--- config.mk ---
export PLATFORM = sky130hd
export DESIGN_NAME = adder_arbiter
export DESIGN_NICKNAME = d
export VERILOG_FILES = /design/src/rtl/adder_arbiter.sv
export SDC_FILE = /design/constraint.sdc
export NUM_CORES = 1
export LEC_CHECK = 0
export BUFFER_PORTS_ARGS = -buffer_cell sky130_fd_sc_hd__buf_4
export CAP_MARGIN = 25
export CORE_AREA = 3 3 231 233
export DETAILED_ROUTE_END_ITERATION = 6
export DIE_AREA = 0 0 234 236
export GPL_ROUTABILITY_DRIVEN = 0
export GPL_TIMING_DRIVEN = 0
export PLACE_DENSITY = 0.64
export SYNTH_ARGS = -nofsm -noshare
export SYNTH_HDL_FRONTEND = slang
export SYNTH_SLANG_ARGS = --single-unit
--- constraint.sdc ---
create_clock -name clk -period 4.8 [get_ports clk]
set_clock_uncertainty 0.15 [all_clocks]
set_input_delay 0.24 -clock clk [delete_from_list [all_inputs] [get_ports clk]]
set_output_delay 0.24 -clock clk [all_outputs]
set_load 0.01 [all_outputs]
--- src/rtl/adder_arbiter.sv ---
`timescale 1ns/1ps
`default_nettype none
// ============================================================================
// Module   : adder_arbiter (with its shared Adder)
// Purpose  : Round-robin arbiter sharing one Adder among NUM_REQ requesters.
//            Optional ADDER_ARB_SUB_EN adds two-pass A-B on the same adder.
// Revision : 1.0  initial release
// ============================================================================

module Adder #(
    parameter int n = 64
) (
    input  logic [n-1:0] a,
    input  logic [n-1:0] b,
    output logic [n-1:0] sum,
    output logic         cout
);
    assign {cout, sum} = {1'b0, a} + {1'b0, b};
endmodule

module adder_arbiter #(
    parameter  int WIDTH   = 64,
    parameter  int NUM_REQ = 4,
    localparam int IDW     = $clog2(NUM_REQ)
) (
    input  logic                     clk,
    input  logic                     rst_n,
    input  logic [NUM_REQ-1:0]       reqValid,
    output logic [NUM_REQ-1:0]       reqReady,
    input  logic [NUM_REQ*WIDTH-1:0] reqOpA,
    input  logic [NUM_REQ*WIDTH-1:0] reqOpB,
    input  logic [NUM_REQ-1:0]       reqSub,
    output logic                     rspValid,
    input  logic                     rspReady,
    output logic [IDW-1:0]           rspId,
    output logic [WIDTH:0]           rspResult
);

    typedef enum logic [1:0] {
        S_IDLE = 2'd0,
        S_ADD  = 2'd1,
`ifdef ADDER_ARB_SUB_EN
        S_INC  = 2'd2,
`endif
        S_RESP = 2'd3
    } state_t;

    state_t           r_state;
    logic [IDW-1:0]   r_last_grant;
    logic [WIDTH-1:0] r_opa;
    logic [WIDTH-1:0] r_opb;

    logic [IDW-1:0]   w_grant;
    logic             w_any;
    logic [WIDTH-1:0] w_add_a;
    logic [WIDTH-1:0] w_add_b;
    logic [WIDTH-1:0] w_sum;
    logic             w_cout;

`ifdef ADDER_ARB_SUB_EN
    logic             r_sub;
    logic [WIDTH-1:0] r_sum;
    logic             r_carry;
`else
    logic             w_unused_sub;
    assign w_unused_sub = ^reqSub;
`endif

    function automatic logic [IDW-1:0] rr_index(input logic [IDW-1:0] last, input int k);
        int t;
        t = int'(last) + k;
        if (t >= NUM_REQ) t = t - NUM_REQ;
        return IDW'(t);
    endfunction

    // First valid requester after the last grant, wrapping around.
    always_comb begin
        w_any   = 1'b0;
        w_grant = '0;
        for (int k = 1; k <= NUM_REQ; k++) begin
            if (!w_any && reqValid[rr_index(r_last_grant, k)]) begin
                w_any   = 1'b1;
                w_grant = rr_index(r_last_grant, k);
            end
        end
    end

    always_comb begin
        reqReady = '0;
        if (rst_n && (r_state == S_IDLE) && w_any) reqReady[w_grant] = 1'b1;
    end

    always_comb begin
        w_add_a = r_opa;
        w_add_b = r_opb;
`ifdef ADDER_ARB_SUB_EN
        // Second pass completes the two's-complement negation of B.
        if (r_state == S_INC) begin
            w_add_a = r_sum;
            w_add_b = WIDTH'(1);
        end else if (r_sub) begin
            w_add_b = ~r_opb;
        end
`endif
    end

    Adder #(.n(WIDTH)) u_adder (
        .a    (w_add_a),
        .b    (w_add_b),
        .sum  (w_sum),
        .cout (w_cout)
    );

    always_ff @(posedge clk or negedge rst_n) begin
        if (!rst_n) begin
            r_state      <= S_IDLE;
            r_last_grant <= IDW'(NUM_REQ - 1);
            r_opa        <= '0;
            r_opb        <= '0;
            rspValid     <= 1'b0;
            rspId        <= '0;
            rspResult    <= '0;
`ifdef ADDER_ARB_SUB_EN
            r_sub        <= 1'b0;
            r_sum        <= '0;
            r_carry      <= 1'b0;
`endif
        end else begin
            case (r_state)
                S_IDLE: begin
                    if (w_any) begin
                        // Only the granted slice is captured, so other slices never reach outputs.
                        r_opa        <= reqOpA[int'(w_grant)*WIDTH +: WIDTH];
                        r_opb        <= reqOpB[int'(w_grant)*WIDTH +: WIDTH];
                        rspId        <= w_grant;
                        r_last_grant <= w_grant;
`ifdef ADDER_ARB_SUB_EN
                        r_sub        <= reqSub[w_grant];
`endif
                        r_state      <= S_ADD;
                    end
                end
                S_ADD: begin
`ifdef ADDER_ARB_SUB_EN
                    if (r_sub) begin
                        r_sum   <= w_sum;
                        r_carry <= w_cout;
                        r_state <= S_INC;
                    end else
`endif
                    begin
                        rspResult <= {w_cout, w_sum};
                        rspValid  <= 1'b1;
                        r_state   <= S_RESP;
                    end
                end
`ifdef ADDER_ARB_SUB_EN
                S_INC: begin
                    r_sum     <= w_sum;
                    r_carry   <= r_carry | w_cout;
                    rspResult <= {r_carry | w_cout, w_sum};
                    rspValid  <= 1'b1;
                    r_state   <= S_RESP;
                end
`endif
                S_RESP: begin
                    if (rspReady) begin
                        rspValid <= 1'b0;
                        r_state  <= S_IDLE;
                    end
                end
                default: r_state <= S_IDLE;
            endcase
        end
    end

endmodule
`default_nettype wire
# Word-level counts from Yosys, hierarchy flattened
# Cells that the tools add are included.
# word_totals
wordCells	74
input_bits	523
out_inout_bits	72
reg_bits	200
# classes
order_cmp	10
n_addsub	9
n_reduce_logical	14
n_shift	2
muxes	28
n_eq_ne	4
# ops
operator	n
256-bit by 9-bit variable part select with 64-bit output	2
64-bit by 64-bit adder with 65-bit output	1
2-bit two-way mux	10
2-bit by 3-bit less-than comparator with 1-bit output (second input constant)	5
1-bit two-way mux	10
3-bit greater-or-equal comparator (second input constant)	3
1-bit binary-select mux with 2-bit select	4
2-bit by 1-bit subtractor with 2-bit output (second input constant)	4
2-bit by 2-bit adder with 3-bit output (second input constant)	2
1-bit logical AND	6
2-bit case mux with 3 select lines	1
2-bit AND reduction	3
2-bit by 3-bit adder with 4-bit output (second input constant)	1
4-bit by 3-bit greater-or-equal comparator with 1-bit output (second input constant)	1
4-bit two-way mux	1
2-bit != test (second input constant)	2
2-bit by 1-bit adder with 3-bit output (second input constant)	1
1-bit zero test	3
1-bit demux with 2-bit select	1
2-bit by 1-bit equality test with 1-bit output (second input constant)	1
2-bit equality test (second input constant)	1
2-bit by 1-bit greater-or-equal comparator with 1-bit output (second input constant)	1
2-bit zero test	1
1-bit case mux with 2 select lines	1
2-bit nonzero test	1

# Logic depth before layout (Yosys ltp)
# depth
depth_word	20
mapped_depth	12
mapped_depth_nobuf	12

# Cells and area by module
# From an unflattened synthesis, not the netlist that was laid out.
# hier_totals
cells_unflattened	1632
hier_area_um2	15391.0
# modules_own_cells
mod	seq_area_each_um2	area_each_um2	instances	cells_per_inst
adder_arbiter	5007.3	11537.3	1	1063
Adder	0.0	3853.7	1	569

# Worst setup path before layout
# No wires, ideal clock.
# synth_path
path_kind	reg-to-reg
startpoint	register r_opa[0]
endpoint	register rspResult[40]
n_path_buf	0
synth_period_minus_slack_ns	3.295
arrival_ns	3.014
stages_incl_launch_ff	13
required_time_ns	4.519
setup_slack_ns	1.505
setup_time_ns	0.131
cell_sequence	dfrtp_1 > ha_1 > fa_1 > a211oi_2 > o211ai_2 > nand2_2 > o21bai_4 > a41oi_2 > o21bai_2 > a21o_1 > a2111oi_4 > nor4_1 > or3_1
# synth_via
elab_chain_len	1
# synth_rtl
item	line_no	rtl
from (decl)	50	logic [WIDTH-1:0] r_opa;
from (signal assigned)	133	r_opa <= reqOpA[int'(w_grant)*WIDTH +: WIDTH];
64-bit by 64-bit adder with 65-bit output	18	assign {cout, sum} = {1'b0, a} + {1'b0, b};
to (signal assigned)	152	rspResult <= {w_cout, w_sum};
to (decl)	36	output logic [WIDTH:0] rspResult
# Every way passes these cells.
# A chain may end at the register's enable or synchronous reset.

# Worst setup path in the final report
# layout_path
startpoint	register r_last_grant[1]
endpoint	register r_opb[28]
# layout_via
elab_chain_len	16
elab_cells_between_ends	40
classes_between	8 x add/sub; 4 x order compare; 1 x shift; 20 x mux; 7 x reduce/logical
# layout_rtl
item	line_no	rtl
from (decl)	49	logic [IDW-1:0] r_last_grant;
from (signal assigned)	117	r_last_grant <= IDW'(NUM_REQ - 1);
from (signal assigned)	136	r_last_grant <= w_grant;
2-bit by 1-bit adder with 3-bit output	71	t = int'(last) + k;
3-bit greater-or-equal comparator / 2-bit by 1-bit subtractor with 2-bit output (equally long branches)	72	if (t >= NUM_REQ) t = t - NUM_REQ;
2-bit two-way mux	72	
1-bit binary-select mux with 2-bit select	81	if (!w_any && reqValid[rr_index(r_last_grant, k)]) begin
1-bit two-way mux (implied by the code)	81	
1-bit two-way mux	81	
1-bit zero test	81	
1-bit logical AND	81	
1-bit two-way mux	81	
1-bit zero test	81	
1-bit logical AND	81	
1-bit two-way mux	81	
1-bit zero test	81	
1-bit logical AND	81	
2-bit two-way mux / 1-bit two-way mux (equally long branches)	81	
256-bit by 9-bit variable part select with 64-bit output / 2-bit AND reduction (equally long branches)	-	
to (signal assigned)	134	r_opb <= reqOpB[int'(w_grant)*WIDTH +: WIDTH];
to (decl)	51	logic [WIDTH-1:0] r_opb;
# Several ways; a longest one is shown, not always the timed one. The select of a mux whose other input is x is not followed.

==> metrics <==
commonest non-fill, non-tap cell in the layout=nand2_1; Arr. time, crit path=4510 ps; Hold Crit Class=in -> reg; Pwr per Cell Area=707 mW/mm^2; Max Cap Violations=0; EDFF count, synth=0; min-delay src=reqOpB[129]; R2R setup slack=500 ps; routed len/inst=20.7 um; H-tree depth=4; WHS=23.2 ps; Setup TNS Final=0 ps; reg2reg end=r_opb[28]; CTS root buf=clkbuf_16; Crit. Startpoint=r_last_grant[1]; Final Non-Filler Cells=3521; GRT Util Overall=0.255; GRT overflow=0; Post-DP HPWL=59100 um; unrepaired setup endpoints after global routing=no; final period utilization=0.896; leakage power=10.7 nW; Die Y=236 um; # port buffers=590; WS Path Type=reg -> reg; Yosys top cell by area=dfrtp_1; top_reg_cell synth=dfrtp_1; Max Freq=232 MHz; total clock sinks=200; ys async rst share=1.00; Rel. slew slack=0.318; most frequent cells in the layout=nand2_1, buf_4, o21ai_0; Synth Net Count=2798; global-route wire length before repair=106000 um; core area=0.0514 sq mm; Final setup viols=0; Area growth syn-to-layout=39.7%; CTS max path bufs=2; Slew Limit Fails=0; ratio of cells with drive above 1 in the final layout=0.236; DIE AREA=0.0552 sq mm; final hold vios=0; total wire length=72700 um; reg2reg start=r_last_grant[1]; FF-to-FF path depth=11; TritonCTS Buffers=17; DR iter-0 viols=1413; drt drc=0; required time worst endpoint=5000 ps; Post-Syn Instances=2210; Die W=234 um; Worst Setup End Kind=flip-flop; startpoint types=flip-flop; vias in the first global route=17300; first-pass detailed-route iteration total=5; synthesized area per cell=6.83 sq um; fraction of post-synthesis cell area in the top cell type by area=0.328; num rows=83; CP max FO=10; largest net degree at the start of global routing=113; routed via count=17900; clock period minus final worst setup slack=4300 ps; Seq/Total Area, Yosys=0.332; Antenna Nets Post-Route=0; Hold Path Sink=r_opb[1]; post-synthesis cell type count=79; status=completed; hold depth=5; initial antenna violation count=2; Synth area leaders=dfrtp_1, nand2_1, o21ai_0; Syn. warnings=0; Mapped Area=0.0151 sq mm; Worst-Margin Slew=1020 ps; clock-pin slew of the registers on the worst-case setup and hold paths=80 ps; placed insts=3485; clock latency on the worst-skew pair=450 ps; Seq cells post-synth=200; post-layout util=0.410; starting density of the core=0.294; IO Count=595; CTS tree=done; Vias/cell=5.08; Final nets=3416; Peak VDD IR=0.361 mV
[where the power goes]
part           internal (W)  switching, W
Clock              0.000788      0.000707
Sequential          0.00256      0.000574
Combinational       0.00367       0.00660
Total               0.00702       0.00788
[Yosys cell counts, types with 23 or more instances]
cell type / instances
dfrtp_1: 198
nand2_1: 886
a21o_1: 35
a21oi_1: 77
nand3_1: 141
nand4_1: 23
nor2_1: 48
xnor2_1: 26
xor2_1: 24
o21ai_0: 345
clkbuf_1: 130
ha_1: 64
[how the worst max path moves through the flow]
stage                               end  slack (ps)  depth (start not counted)
after floorplan           rspResult[40]        1510                         12
after global placement        r_opb[32]        -540                          9
after detailed placement      r_opb[32]         140                          9
after CTS                     r_opb[32]         110                          9
after global routing          r_opb[31]         310                          9
final                         r_opb[28]         500                         11
[layout make-up]
type / count / area, sq um
inverter: 17 / 63.8
fill: 5477 / 30300
multi-input combinational: 1841 / 9360
antenna: 1 / 2.50
tap: 680 / 851
clock inverter: 9 / 119
timing repair buffer: 599 / 4550
clock buffer: 22 / 454
buffer: 152 / 676
sequential: 200 / 5010
[registers in the layout, summed over array words and instances, names as in the netlist]
signal / count
rspValid: 1
r_opa: 64
rspId: 2
r_last_grant: 2
rspResult: 65
r_opb: 64
r_state: 2
[metal layers]
metal | vias to the layer above | track usage | wire length, um
met5 | - | 0 | 0
met4 | 0 | 0.0902 | 2580
met3 | 109 | 0.0487 | 4990
met2 | 709 | 0.404 | 33500
met1 | 8320 | 0.345 | 31700
li1 | 8738 | - | -
[what timing repair did]
action	in CTS	in global routing
resized for setup	0	5
endpoints found under the hold margin	93	0
hold buffers	4	0
buffers inserted	0	0
endpoints found under the setup margin	0	1
[stage by stage]
stage	cell area, sq um	setup slack (ps)	total power (W)
floorplan	15100	1510	0.00938
global placement	20400	-537	0.0132
detailed placement	20500	137	0.0133
CTS	21100	108	0.0148
global route	21100	311	0.0162
finish	21100	498	0.0149
[kinds of logic after synthesis]
group,Yosys count,share of synthesized area
multiplexers,2,0.00133
adder cells (fa/ha/maj),65,0.0544
buffers and inverters,169,0.0485
flip-flops,200,0.332
AND/OR/NAND/NOR,1165,0.319
AO/OA/AOI/OAI,559,0.216
XOR/XNOR,50,0.0290
[critical path: stages, from the launching register on]
cell	delay, ps
dfstp_2	600
nand2_1	70
a21oi_1	190
o221a_2	200
clkbuf_1	560
clkbuf_1	440
buf_8	230
clkbuf_1	720
nand2_1	300
nand3_1	150
o21ai_0	320
o21ai_0	260
Power figures use the tool's default switching activity.
